===== src/rtl/wb_arbiter_if.sv =====
// Writeback arbiter bus bundle: ALU and load result handshakes, register
// file write port, and load FIFO occupancy.
// master: upstream side (drives results, sees readies and rf write).
// slave : the arbiter itself.
interface wb_arbiter_if #(
  parameter int DATA_W = 32,
  parameter int ADDR_W = 5,
  parameter int DEPTH  = 4
);
  localparam int CNT_W = $clog2(DEPTH) + 1;

  logic              alu_valid;
  logic              alu_ready;
  logic [ADDR_W-1:0] alu_waddr;
  logic [DATA_W-1:0] alu_wdata;
  logic              mem_valid;
  logic              mem_ready;
  logic [ADDR_W-1:0] mem_waddr;
  logic [DATA_W-1:0] mem_wdata;
  logic              rf_we;
  logic [ADDR_W-1:0] rf_waddr;
  logic [DATA_W-1:0] rf_wdata;
  logic [CNT_W-1:0]  fifo_count;

  modport master (
    output alu_valid, alu_waddr, alu_wdata,
    output mem_valid, mem_waddr, mem_wdata,
    input  alu_ready, mem_ready,
    input  rf_we, rf_waddr, rf_wdata, fifo_count
  );

  modport slave (
    input  alu_valid, alu_waddr, alu_wdata,
    input  mem_valid, mem_waddr, mem_wdata,
    output alu_ready, mem_ready,
    output rf_we, rf_waddr, rf_wdata, fifo_count
  );
endinterface


===== src/rtl/wb_arbiter.sv =====
// Writeback arbiter: merges single-cycle ALU results (priority) and buffered
// load results into one registered register-file write port. A starvation
// limiter stalls the ALU for one cycle after STARVE_MAX consecutive losses
// by a non-empty load FIFO. Writes to r0 are accepted and dropped.
// Optional: define WB_BYPASS_EN to let a load skip an empty FIFO when the
// output slot is free (1-cycle load latency instead of 2).
module wb_arbiter #(
  parameter int DATA_W     = 32,
  parameter int ADDR_W     = 5,
  parameter int DEPTH      = 4,
  parameter int STARVE_MAX = 3
) (
  input  logic         clk,
  input  logic         resetn,
  wb_arbiter_if.slave  bus
);
  localparam int PTR_W = $clog2(DEPTH);
  localparam int CNT_W = PTR_W + 1;
  localparam int SC_W  = $clog2(STARVE_MAX + 1);
  localparam logic [CNT_W-1:0] FULL = CNT_W'(DEPTH);
  localparam logic [SC_W-1:0]  SMAX = SC_W'(STARVE_MAX);

  // load FIFO storage and bookkeeping
  logic [ADDR_W-1:0] q_addr [DEPTH];
  logic [DATA_W-1:0] q_data [DEPTH];
  logic [PTR_W-1:0]  rd_ptr, wr_ptr;
  logic [CNT_W-1:0]  count;
  logic [SC_W-1:0]   starve_cnt;

  // registered write port
  logic              we_q;
  logic [ADDR_W-1:0] waddr_q;
  logic [DATA_W-1:0] wdata_q;

  // per-cycle decisions
  logic              fifo_ne, alu_rdy, mem_rdy;
  logic              alu_acc, mem_acc, alu_wr, mem_nz;
  logic              byp, deq, enq, load_out;
  logic [ADDR_W-1:0] out_addr;
  logic [DATA_W-1:0] out_data;

  assign fifo_ne = (count != '0);
  // Full FIFO refuses even if the head leaves this cycle: no same-cycle reuse.
  assign mem_rdy = resetn && (count != FULL);
  assign alu_rdy = resetn && !((starve_cnt == SMAX) && fifo_ne);

  assign alu_acc = bus.alu_valid && alu_rdy;
  assign mem_acc = bus.mem_valid && mem_rdy;
  assign alu_wr  = alu_acc && (bus.alu_waddr != '0);
  assign mem_nz  = mem_acc && (bus.mem_waddr != '0);

`ifdef WB_BYPASS_EN
  // Empty FIFO and free slot: the load goes straight to the output register.
  assign byp = mem_nz && !fifo_ne && !alu_wr;
`else
  assign byp = 1'b0;
`endif

  assign deq      = fifo_ne && !alu_wr;
  assign enq      = mem_nz && !byp;
  assign load_out = alu_wr || deq || byp;

  // Output source select: ALU, else FIFO head, else bypassed load.
  always_comb begin
    out_addr = bus.alu_waddr;
    out_data = bus.alu_wdata;
    if (!alu_wr) begin
      if (deq) begin
        out_addr = q_addr[rd_ptr];
        out_data = q_data[rd_ptr];
      end else begin
        out_addr = bus.mem_waddr;
        out_data = bus.mem_wdata;
      end
    end
  end

  // FIFO payload; contents need no reset since count gates every read.
  always_ff @(posedge clk) begin
    if (enq) begin
      q_addr[wr_ptr] <= bus.mem_waddr;
      q_data[wr_ptr] <= bus.mem_wdata;
    end
  end

  // FIFO pointers and occupancy; pointers wrap naturally at DEPTH (power of two).
  always_ff @(posedge clk) begin
    if (!resetn) begin
      rd_ptr <= '0;
      wr_ptr <= '0;
      count  <= '0;
    end else begin
      if (enq) wr_ptr <= wr_ptr + 1'b1;
      if (deq) rd_ptr <= rd_ptr + 1'b1;
      case ({enq, deq})
        2'b10:   count <= count + 1'b1;
        2'b01:   count <= count - 1'b1;
        default: count <= count;
      endcase
    end
  end

  // Starvation counter: counts consecutive ALU wins over a waiting FIFO.
  always_ff @(posedge clk) begin
    if (!resetn) begin
      starve_cnt <= '0;
    end else if (!fifo_ne || deq) begin
      starve_cnt <= '0;
    end else if (alu_wr) begin
      starve_cnt <= starve_cnt + 1'b1;
    end
  end

  // Registered write port; address/data hold when nothing is written.
  always_ff @(posedge clk) begin
    if (!resetn) begin
      we_q    <= 1'b0;
      waddr_q <= '0;
      wdata_q <= '0;
    end else begin
      we_q <= load_out;
      if (load_out) begin
        waddr_q <= out_addr;
        wdata_q <= out_data;
      end
    end
  end

  assign bus.alu_ready  = alu_rdy;
  assign bus.mem_ready  = mem_rdy;
  assign bus.rf_we      = we_q;
  assign bus.rf_waddr   = waddr_q;
  assign bus.rf_wdata   = wdata_q;
  assign bus.fifo_count = count;
endmodule


===== src/flat_wrapper.sv =====
// flat-port wrapper written by rule: the top's interface ports become plain ports
module wb_arbiter_flat 
#(
  parameter int DATA_W     = 32,
  parameter int ADDR_W     = 5,
  parameter int DEPTH      = 4,
  parameter int STARVE_MAX = 3
)
  (clk, resetn, bus_alu_valid, bus_alu_waddr, bus_alu_wdata, bus_mem_valid, bus_mem_waddr, bus_mem_wdata, bus_alu_ready, bus_mem_ready, bus_rf_we, bus_rf_waddr, bus_rf_wdata, bus_fifo_count);
  wb_arbiter_if #(.DATA_W(DATA_W), .ADDR_W(ADDR_W), .DEPTH(DEPTH)) bus_i ();
  input  logic clk;
  input  logic resetn;
  input wire logic [$bits(bus_i.alu_valid)-1:0] bus_alu_valid;
  input wire logic [$bits(bus_i.alu_waddr)-1:0] bus_alu_waddr;
  input wire logic [$bits(bus_i.alu_wdata)-1:0] bus_alu_wdata;
  input wire logic [$bits(bus_i.mem_valid)-1:0] bus_mem_valid;
  input wire logic [$bits(bus_i.mem_waddr)-1:0] bus_mem_waddr;
  input wire logic [$bits(bus_i.mem_wdata)-1:0] bus_mem_wdata;
  output wire logic [$bits(bus_i.alu_ready)-1:0] bus_alu_ready;
  output wire logic [$bits(bus_i.mem_ready)-1:0] bus_mem_ready;
  output wire logic [$bits(bus_i.rf_we)-1:0] bus_rf_we;
  output wire logic [$bits(bus_i.rf_waddr)-1:0] bus_rf_waddr;
  output wire logic [$bits(bus_i.rf_wdata)-1:0] bus_rf_wdata;
  output wire logic [$bits(bus_i.fifo_count)-1:0] bus_fifo_count;
  assign bus_i.alu_valid = bus_alu_valid;
  assign bus_i.alu_waddr = bus_alu_waddr;
  assign bus_i.alu_wdata = bus_alu_wdata;
  assign bus_i.mem_valid = bus_mem_valid;
  assign bus_i.mem_waddr = bus_mem_waddr;
  assign bus_i.mem_wdata = bus_mem_wdata;
  assign bus_alu_ready = bus_i.alu_ready;
  assign bus_mem_ready = bus_i.mem_ready;
  assign bus_rf_we = bus_i.rf_we;
  assign bus_rf_waddr = bus_i.rf_waddr;
  assign bus_rf_wdata = bus_i.rf_wdata;
  assign bus_fifo_count = bus_i.fifo_count;
  wb_arbiter #(.DATA_W(DATA_W), .ADDR_W(ADDR_W), .DEPTH(DEPTH), .STARVE_MAX(STARVE_MAX)) u_core (.clk(clk), .resetn(resetn), .bus(bus_i));
endmodule

===== config.mk =====
export PLATFORM = sky130hd
export DESIGN_NAME = wb_arbiter_flat
export DESIGN_NICKNAME = d
export VERILOG_FILES = /design/src/rtl/wb_arbiter_if.sv /design/src/rtl/wb_arbiter.sv /design/src/flat_wrapper.sv
export SDC_FILE = /design/constraint.sdc
export NUM_CORES = 1
export LEC_CHECK = 0
export CAP_MARGIN = 20
export CORE_ASPECT_RATIO = 0.6
export CORE_MARGIN = 2
export CORE_UTILIZATION = 48
export DETAILED_ROUTE_END_ITERATION = 6
export GPL_TIMING_DRIVEN = 0
export PLACE_DENSITY = 0.77
export SKIP_CTS_REPAIR_TIMING = 1
export SYNTH_ARGS = -nofsm -noshare
export SYNTH_HDL_FRONTEND = slang
export SYNTH_SLANG_ARGS = --single-unit

===== constraint.sdc =====
create_clock -name clk -period 2.4 [get_ports clk]
set_input_delay 0.24 -clock clk [delete_from_list [all_inputs] [get_ports clk]]
set_output_delay 0.24 -clock clk [all_outputs]
set_load 0.05 [all_outputs]

After elaboration in Yosys (flattened, before gate mapping)
Memory sizes are Yosys's and may differ from the RTL's. A register that Yosys moved wholly into a read port is not among the register bits.
Cells that the tools add are included.
Storage, ports and cells
  memories: 2
  register bits after elaboration: 47
  RAM bits: 148
  output and inout port bits: 43
  bits of input ports: 78
Memories
  u_core.q_data: words 4, width 32, read ports 1, clocked after Yosys merged registers in 1, write ports 1, RTL line wb_arbiter.sv:25  | logic [DATA_W-1:0] q_data [DEPTH];
  u_core.q_addr: words 4, width 5, read ports 1, clocked after Yosys merged registers in 1, write ports 1, RTL line wb_arbiter.sv:24  | logic [ADDR_W-1:0] q_addr [DEPTH];
Cells by class
  muxes and demuxes: 11
  equality and inequality tests: 4
  bitwise operators: 1
  reduce and logical (&&, ||, !) cells: 18
  add/subtract/negate cells: 5
Operator list (number)
  32-bit two-way mux: 2
  5-bit two-way mux: 2
  5-bit nonzero test: 2
  1-bit logical AND: 8
  2-bit two-way mux: 4
  2-bit by 1-bit adder with 2-bit output (second input constant): 3
  3-bit case mux with 2 select lines: 1
  2-bit equality test (second input constant): 2
  3-bit by 1-bit adder with 3-bit output (second input constant): 1
  1-bit logical NOT: 3
  3-bit != test (second input constant): 1
  3-bit nonzero test: 1
  3-bit by 1-bit subtractor with 3-bit output (second input constant): 1
  2-bit by 1-bit equality test with 1-bit output (second input constant): 1
  1-bit logical OR: 2
  1-bit two-way mux: 2
  2-bit nonzero test: 1
  2-bit OR reduction: 1
  1-bit inverter: 1

Longest topological paths before layout
Gate-level depths: netlist of run 1.
  depth in word-level cells: 10
  gate-level depth with buffers: 10
  gate-level depth less buffers: 10

Least setup slack after synthesis of run 1
Ideal clock, no wire load.
  kind: register to register
  from: register u_core.count[0], in the netlist u_core.bus.fifo_count[0]
  to: memory u_core.q_addr[0][0] (enable)
  data arrival time: 2.366 ns
  clock period less this slack: 2.764 ns
  setup slack: -0.364 ns
  data required time: 2.002 ns
  stages on the path, launching flop included: 4
  path through: dfxtp_1 -> nor3b_1 -> a211oi_1 -> and3_1
Between the ends
  cells in the longest elaborated chain, start to end: 6
RTL lines
  start, declared: RTL line wb_arbiter.sv:27  | logic [CNT_W-1:0] count;
  start signal, assigned: RTL line wb_arbiter.sv:96  | 2'b10: count <= count + 1'b1;
  start signal, assigned: RTL line wb_arbiter.sv:97  | 2'b01: count <= count - 1'b1;
  start signal, assigned: RTL line wb_arbiter.sv:98  | default: count <= count;
  3-bit != test: RTL line wb_arbiter.sv:44  | assign mem_rdy = resetn && (count != FULL);
  1-bit logical AND: RTL line wb_arbiter.sv:44
  1-bit logical AND: RTL line wb_arbiter.sv:48  | assign mem_acc = bus.mem_valid && mem_rdy;
  1-bit logical AND: RTL line wb_arbiter.sv:50  | assign mem_nz = mem_acc && (bus.mem_waddr != '0);
  1-bit two-way mux: RTL line wb_arbiter.sv:80  | if (enq) begin
  1-bit two-way mux (not written as such): RTL line wb_arbiter.sv:81  | q_addr[wr_ptr] <= bus.mem_waddr;
  end, declared: RTL line wb_arbiter.sv:24
Every way passes these cells.

Worst setup path after layout of run 1
  from: register u_core.count[2], in the netlist u_core.bus.fifo_count[2]
  to: register u_core.count[2], in the netlist u_core.bus.fifo_count[2]
Between the ends
  cells in the longest elaborated chain, start to end: 10
  elaborated cells on any way between the ends: 18
RTL lines
  3-bit nonzero test: RTL line wb_arbiter.sv:42  | assign fifo_ne = (count != '0);
  1-bit logical AND: RTL line wb_arbiter.sv:45  | assign alu_rdy = resetn && !((starve_cnt == SMAX) && fifo_ne);
  1-bit logical NOT: RTL line wb_arbiter.sv:45
  1-bit logical AND: RTL line wb_arbiter.sv:45
  1-bit logical AND: RTL line wb_arbiter.sv:47  | assign alu_acc = bus.alu_valid && alu_rdy;
  1-bit logical AND: RTL line wb_arbiter.sv:49  | assign alu_wr = alu_acc && (bus.alu_waddr != '0);
  1-bit logical NOT: RTL line wb_arbiter.sv:59  | assign deq = fifo_ne && !alu_wr;
  1-bit logical AND: RTL line wb_arbiter.sv:59
  2-bit by 1-bit equality test with 1-bit output / 2-bit equality test (equally long branches): RTL line wb_arbiter.sv:95  | case ({enq, deq})
  3-bit case mux with 2 select lines / 2-bit nonzero test (equally long branches)
Several ways; a longest one is shown, not always the timed one.
A chain may end at the register's enable or synchronous reset.

==> run_results.csv, run 1 <==
group,metric,value,unit
die,row_count,35,
detailed_routing,drt_first_pass_iters,5,
cts,ctsRootBufferMaster,"clkbuf_16",
power_and_ir_drop,cellPowerDensity,1090,nW/µm²
logic_synthesis,yosys.area.top_type,"edfxtp_1",
detailed_routing,drt_iter0_markers,504,
setup_path,cpMostUsedCell,"inv_1",
logic_synthesis,synthArstFlopShare,0,%
sta,max_freq,429,MHz
logic_synthesis,synth-edff-count,148,
sta,worstMarginPinSlew,0.671,ns
logic_synthesis,netlist_top_cells_count,"edfxtp_1, nand2_1, dfxtp_1",
grt,grt_max_degree,38,
cts,cts_buffers,17,
die,die_area,16700,µm²
sta,setup_viol,0,
die,io_pins,121,
cells_and_area,fin_nets,696,
grt,grt_pass1_wl,25800,µm
cts,cts.reportedPaths.clkPinSlew,0.07,ns
cells_and_area,fin_cells,827,
logic_synthesis,synth.distinct_cells,33,
setup_path,critical_path_class,"flip-flop to flip-flop",
placement,dp.cells,793,
detailed_routing,via_count,4621,
worst_hold_path,hold_path.class,"input pin to flip-flop",
grt,grt_pass1_vias,4795,
die,start_util,48.9,%
setup_path,slowest_delay,0.39,ns
logic_synthesis,ys_ff_latch,197,
grt,antenna_found_initial,1,
cells_and_area,fill_cells,1112,
setup_path,cp_cell_sequence,"nor3b_4, a211oi_4, and2_4, inv_1, ha_2, inv_1, fa_1, xor2_1, or3_1, a21oi_1",
cts,clk_path_buf_depth,2,
cells_and_area,drive_gt1_share,16.0,%
cells_and_area,area_growth,28.9,%
cts,insertion_delay,0.43,ns
die,die_w,165,µm
placement,gp_congestion,0.803,
logic_synthesis,yosysTopAreaCellShare,59.3,%
detailed_routing,wire_per_inst,20.3,µm
cells_and_area,multi_input_area,1970,µm²
run_status,status,"complete, no violations",
flow_run,maxCapViolations,0,
setup_path,crit_path_max_fanout,8,
logic_synthesis,syn_nets,555,
logic_synthesis,syn_area,7500,µm²
logic_synthesis,syn_inst,470,
logic_synthesis,ys_top_cells_by_area,"edfxtp_1, dfxtp_1, mux4_2",
setup_path,startpoint,"u_core.bus.fifo_count[2]",
setup_path,required,2.75,ns
cts,htree_levels,4,
logic_synthesis,synth-seq-area-share,72.4,%
logic_synthesis,synth.avg_cell_area,16.0,µm²
sta,rsz0062_at_grt,"true",
setup_path,cp_slowest_cell,"dfxtp_4",
cells_and_area,diodes,0,
cts,clkSinkCount,197,
placement,dp_hpwl,11000,µm
cells_and_area,final-seq-area,5430,µm²
sta,fin_ws,0.0687,ns
logic_synthesis,yosysWarningCount,0,
sta,finalHoldViolCount,0,
detailed_routing,drtAntennaViolNets,0,
sta,fin_crit_sh,97.1,%
cts,cts_tree,"done",
grt,grt_use_total,21.4,%
detailed_routing,totalWireLength,16800,µm
power_and_ir_drop,p_leak,3.23,nW
setup_path,r2r-start,"u_core.bus.fifo_count[2]",
power_and_ir_drop,ir_worst_vdd,0.000497,V
sta,max_slew_margin,55.3,%
setup_path,arrival,2.68,ns
grt,gr-total-overflow,0,
die,design.core.area,15300,µm²
sta,fin_skew,0.00900,ns
logic_synthesis,synth.most_common_cell,"edfxtp_1",
logic_synthesis,synth_flop_cell,"edfxtp_1",
placement,pre_cts_ws,-0.887,ns
sta,min_period,2.33,ns
detailed_routing,vias_per_cell,5.59,
placement,numPortBuffers,120,
detailed_routing,drc_errors,0,
worst_hold_path,worstHoldStart,"bus_mem_waddr[3]",
setup_path,endpoint_kind,"flip-flop",
sta,report.final.slew_viol_count,0,
setup_path,cp-start-kind,"flip-flop",
die,chipHeight,101,µm
-- routing by layer --
layer  wire length (µm)  up-vias  global-route usage, %
met5                 12        -                      0
met4                108        2                   6.10
met3               1280       12                   5.22
met2               8010      188                   34.0
met1               7420     2320                   30.1
li1                   -     2099                      -
-- cells in the final DEF, fill, tap and decap left out, drive strengths merged --
cell and instances:
bufinv 2, or4 1, o31ai 2, o21ai 40
o21a 1, clkbuf 34, a31oi 36, dlymetal6s2s 9
xor2 2, clkinv 4, ha 6, nor3 2
nand2 75, fa 1, dfxtp 49, nor3b 2
o211a 1, edfxtp 148, o2111ai 1, a311oi 1
clkdlybuf4s50 110, a211oi 1, clkinvlp 2, and2 1
mux4 37, nor2 5, or3 4, inv 16
buf 15, a21oi 9, nor4 1, nand3 1
and3 5
-- power breakdown --
part	switching, mW	internal (mW)	total, mW
Clock	1.30	1.57	2.86
Combinational	2.13	1.24	3.37
Sequential	0.204	4.05	4.26
-- flip-flops by register name, summed over array words and instances, names as in the netlist, named ones only --
signal                 cells
u_core.q_data            128
u_core.bus.rf_wdata       32
u_core.q_addr             20
u_core.bus.rf_waddr        5
u_core.bus.fifo_count      3
u_core.rd_ptr              2
u_core.starve_cnt          2
u_core.wr_ptr              2
u_core.bus.rf_we           1
-- final cells by class --
type,count,area share (%)
inverter,9,0.350
timing repair buffer,123,12.8
sequential,197,56.2
tap,203,2.63
clock buffer,17,4.40
buffer,28,1.41
clock inverter,15,1.75
multi-input combinational,235,20.4
-- path summary, 6_finish.rpt --
check                                  end  slack [ns]  cells past startpoint
hold / removal         u_core.q_addr[3][3]        0.19                      1
hold reg to reg       u_core.starve_cnt[0]        0.44                      1
setup reg to reg  u_core.bus.fifo_count[2]        0.07                     10
setup / recovery  u_core.bus.fifo_count[2]        0.07                     10
-- logic make-up (layout without fill, tap and decap cells) --
group,after synthesis,after routing,share of synthesized area [%]
adder cells (fa/ha/maj),7,7,1.27
XOR/XNOR,2,2,0.234
AO/OA/AOI/OAI,92,92,7.23
multiplexers,37,37,11.1
AND/OR/NAND/NOR,97,97,5.47
buffers and inverters,38,192,2.32
flip-flops,197,197,72.4
-- per-stage QoR --
stage / TNS [ns] / total power, mW / instance area [µm²] / util [%] / hold slack [ns]
floorplan: 0 / 6.50 / 7510 / - / 0.339
global placement: -75.20 / 7.57 / 8960 / 58.5 / 0.418
detailed placement: -94.97 / 7.66 / 8960 / 58.5 / 0.437
CTS: -27.48 / 10.5 / 9560 / 62.3 / 0.437
global route: -0.0349 / 11.0 / 9660 / 63.1 / 0.181
finish: 0 / 10.5 / 9660 / 63.1 / 0.191
-- critical path, delay by kind of cell (launching register included) --
family	cells	cell delay [ns]
buf+inv	2	0.11
flops	1	0.39
xor+xnor	1	0.15
fa+ha+maj	2	0.55
compound gates	2	0.27
simple gates	3	0.80
(Power assumes the default switching activity.)
==> run 2, diff against run 1 <==
--- a/config.mk
+++ b/config.mk
@@ -11,8 +11,10 @@
 export CORE_UTILIZATION = 48
 export DETAILED_ROUTE_END_ITERATION = 6
 export GPL_TIMING_DRIVEN = 0
+export HOLD_SLACK_MARGIN = 0.06
 export PLACE_DENSITY = 0.77
 export SKIP_CTS_REPAIR_TIMING = 1
 export SYNTH_ARGS = -nofsm -noshare
 export SYNTH_HDL_FRONTEND = slang
 export SYNTH_SLANG_ARGS = --single-unit
+export TNS_END_PERCENT = 1
==> run 2 against run 1 <==
Final area up 0.35%. Hold slack better by 0.0094 ns. Register-to-register slack worse by 0.03 ns. Flip-flop and latch count unchanged. Largest cell class unchanged. Sequential share of layout area down 0.22 points. Cell count up 0.60%. Total power down 1.3%. Critical path depth up 1.
==> run_results.csv, run 2 (synthesized netlist as in run 1, its figures left out) <==
group,metric,value,unit
cells_and_area,layout_common_cells,"edfxtp_1, clkdlybuf4s50_1, nand2_1, dfxtp_1, o21ai_0",
power_and_ir_drop,p_leak,3.25,nW
placement,dp.cells,797,
die,design.core.area,15300,µm²
power_and_ir_drop,ir_worst_vdd,0.000582,V
worst_hold_path,whs_path_depth,3,
cells_and_area,largest_reg_flops,128,
setup_path,cp_num_buf_inv,3,
cts,cts_tree,"done",
setup_path,crit_family,"simple AND/OR/NAND/NOR gates",
sta,fin_skew,0.0106,ns
cells_and_area,top_register,"u_core.q_data",
setup_path,cp_cell_sequence,"clkdlybuf4s50_1, nor4_4, a211oi_2, and2_1, inv_1, ha_2, inv_1, fa_2, xor2_1, or3_1, a21oi_2",
detailed_routing,wire_per_inst,20.7,µm
cells_and_area,fin_nets,701,
setup_path,endpoint_kind,"flip-flop",
placement,numPortBuffers,120,
power_and_ir_drop,clockPowerShare,25.9,%
setup_path,arrival,2.74,ns
setup_path,ff2ff_setup_slack,0.04,ns
power_and_ir_drop,switching_power,3.61,mW
die,io_pins,121,
sta,fin_hold_ws,0.200,ns
sta,tns,0,ns
grt,grt_pass1_vias,4704,
setup_path,required,2.75,ns
detailed_routing,drc_errors,0,
setup_path,r2r-end,"u_core.bus.fifo_count[2]",
sta,report.final.slew_viol_count,0,
setup_path,reg2regPathDepth,10,
detailed_routing,totalWireLength,17200,µm
sta,finalHoldViolCount,0,
cells_and_area,mostFrequentLayoutCell,"edfxtp_1",
cts,clkSinkCount,197,
placement,gp_congestion,0.771,
cts,htree_levels,4,
power_and_ir_drop,p_int,6.75,mW
cells_and_area,drive_gt1_share,16.9,%
setup_path,slowest_delay,0.51,ns
detailed_routing,vias_per_cell,5.58,
grt,gr-total-overflow,0,
detailed_routing,via_count,4645,
placement,dp_hpwl,11400,µm
sta,min_period,2.39,ns
power_and_ir_drop,p_seq_share,41.0,%
power_and_ir_drop,total_power,10.4,mW
power_and_ir_drop,power_frac_comb,33.1,%
grt,grt_max_degree,38,
detailed_routing,drtAntennaViolNets,0,
power_and_ir_drop,p_sw_share,34.9,%
grt,antenna_found_initial,3,
die,start_util,48.9,%
setup_path,cp_slowest_cell,"clkdlybuf4s50_1",
power_and_ir_drop,cellPowerDensity,1070,nW/µm²
cts,insertion_delay,0.43,ns
grt,grt_pass1_wl,26000,µm
setup_path,cpMostUsedCell,"inv_1",
sta,worstMarginPinSlew,1.01,ns
setup_path,crit_path_max_fanout,8,
cells_and_area,diodes,0,
detailed_routing,drt_first_pass_iters,5,
die,chipHeight,101,µm
detailed_routing,drt_iter0_markers,424,
sta,setup_viol,0,
die,row_count,35,
sta,max_freq,418,MHz
cells_and_area,fin_cells,832,
worst_hold_path,worstHoldStart,"bus_alu_waddr[3]",
cts,clk_path_buf_depth,2,
worst_hold_path,hold_path.class,"input pin to flip-flop",
sta,rsz0062_at_grt,"true",
setup_path,r2r-start,"u_core.bus.fifo_count[2]",
setup_path,cp-start-kind,"input pin",
cts,cts.reportedPaths.clkPinSlew,0.07,ns
setup_path,critical_path_class,"input pin to flip-flop",
cts,ctsRootBufferMaster,"clkbuf_16",
setup_path,startpoint,"bus_mem_waddr[3]",
cts,cts_buffers,17,
run_status,status,"complete, no violations",
die,die_w,165,µm
flow_run,maxCapViolations,0,
worst_hold_path,hold_end,"u_core.bus.rf_waddr[3]",
cells_and_area,final_area,9700,µm²
grt,grt_use_total,21.6,%
placement,placed_area,9050,µm²
die,die_area,16700,µm²
sta,max_slew_margin,32.4,%
cells_and_area,area_growth,29.4,%
sta,fin_crit_sh,99.6,%
[run 2: cell types whose count changed in the layout (fill, tap and decap cells not counted), moves of 2 or more]
| cell | previous run | this run |
|---|---|---|
| buf_4 | 3 | 6 |
| inv_8 | 3 | 1 |
| buf_16 | 0 | 3 |
| and3_2 | 0 | 4 |
| clkinv_2 | 0 | 2 |
| and3_4 | 4 | 0 |
[run 2: worst max path at each step]
stage / slack [ns] / end / cells past startpoint
final: 0.009 / u_core.bus.fifo_count[2] / 11
after detailed placement: -0.81 / u_core.bus.fifo_count[2] / 11
after CTS: -0.41 / u_core.bus.fifo_count[2] / 11
after floorplan: -0.36 / u_core.q_addr[1][0] / 3
after global placement: -1.15 / u_core.q_data[2][1] / 4
after global routing: -0.12 / u_core.bus.fifo_count[2] / 11
[run 2: cell type report]
class | instances | area (µm²)
fillers | 1100 | 5630
flip-flops and latches | 197 | 5430
multi-input cells | 235 | 1950
repair buffers | 128 | 1340
clock buffers | 18 | 429
well taps | 203 | 254
plain buffers | 28 | 136
clock inverters | 14 | 126
inverters | 9 | 33.8
[run 2: per-stage QoR]
step           util [%]  setup WS (ns)
5_1_grt            63.3         -0.118
6_report           63.3        0.00916
4_1_cts            62.7         -0.411
2_1_floorplan         -         -0.363
3_5_place_dp       59.0         -0.814
3_3_place_gp       58.4          -1.15
[run 2: routing by layer]
layer	wire (µm)	share of wire, %	up-vias	track usage (%)
met4	110	0.64	6	5.90
met2	8040	47	184	33.2
li1	-	-	2104	-
met3	1520	8.8	20	7.03
met1	7500	44	2331	30.0
met5	41	0.24	-	2.12
[run 2: power groups by stage]
stage	clock network (mW)	logic (mW)	registers (mW)
floorplan	0	1.47	5.02
finish	2.68	3.42	4.25
detailed placement	0	3.38	4.31
global placement	0	3.28	4.27
CTS	2.72	3.40	4.24
global route	2.87	3.69	4.28
[run 2: worst reg2reg max path: cells and delay by family, from the launching register on]
kind / cells / cell delay, ns
simple gates: 3 / 0.86
fa+ha+maj: 2 / 0.49
flops: 1 / 0.41
compound gates: 2 / 0.26
xor+xnor: 1 / 0.15
buf+inv: 2 / 0.11
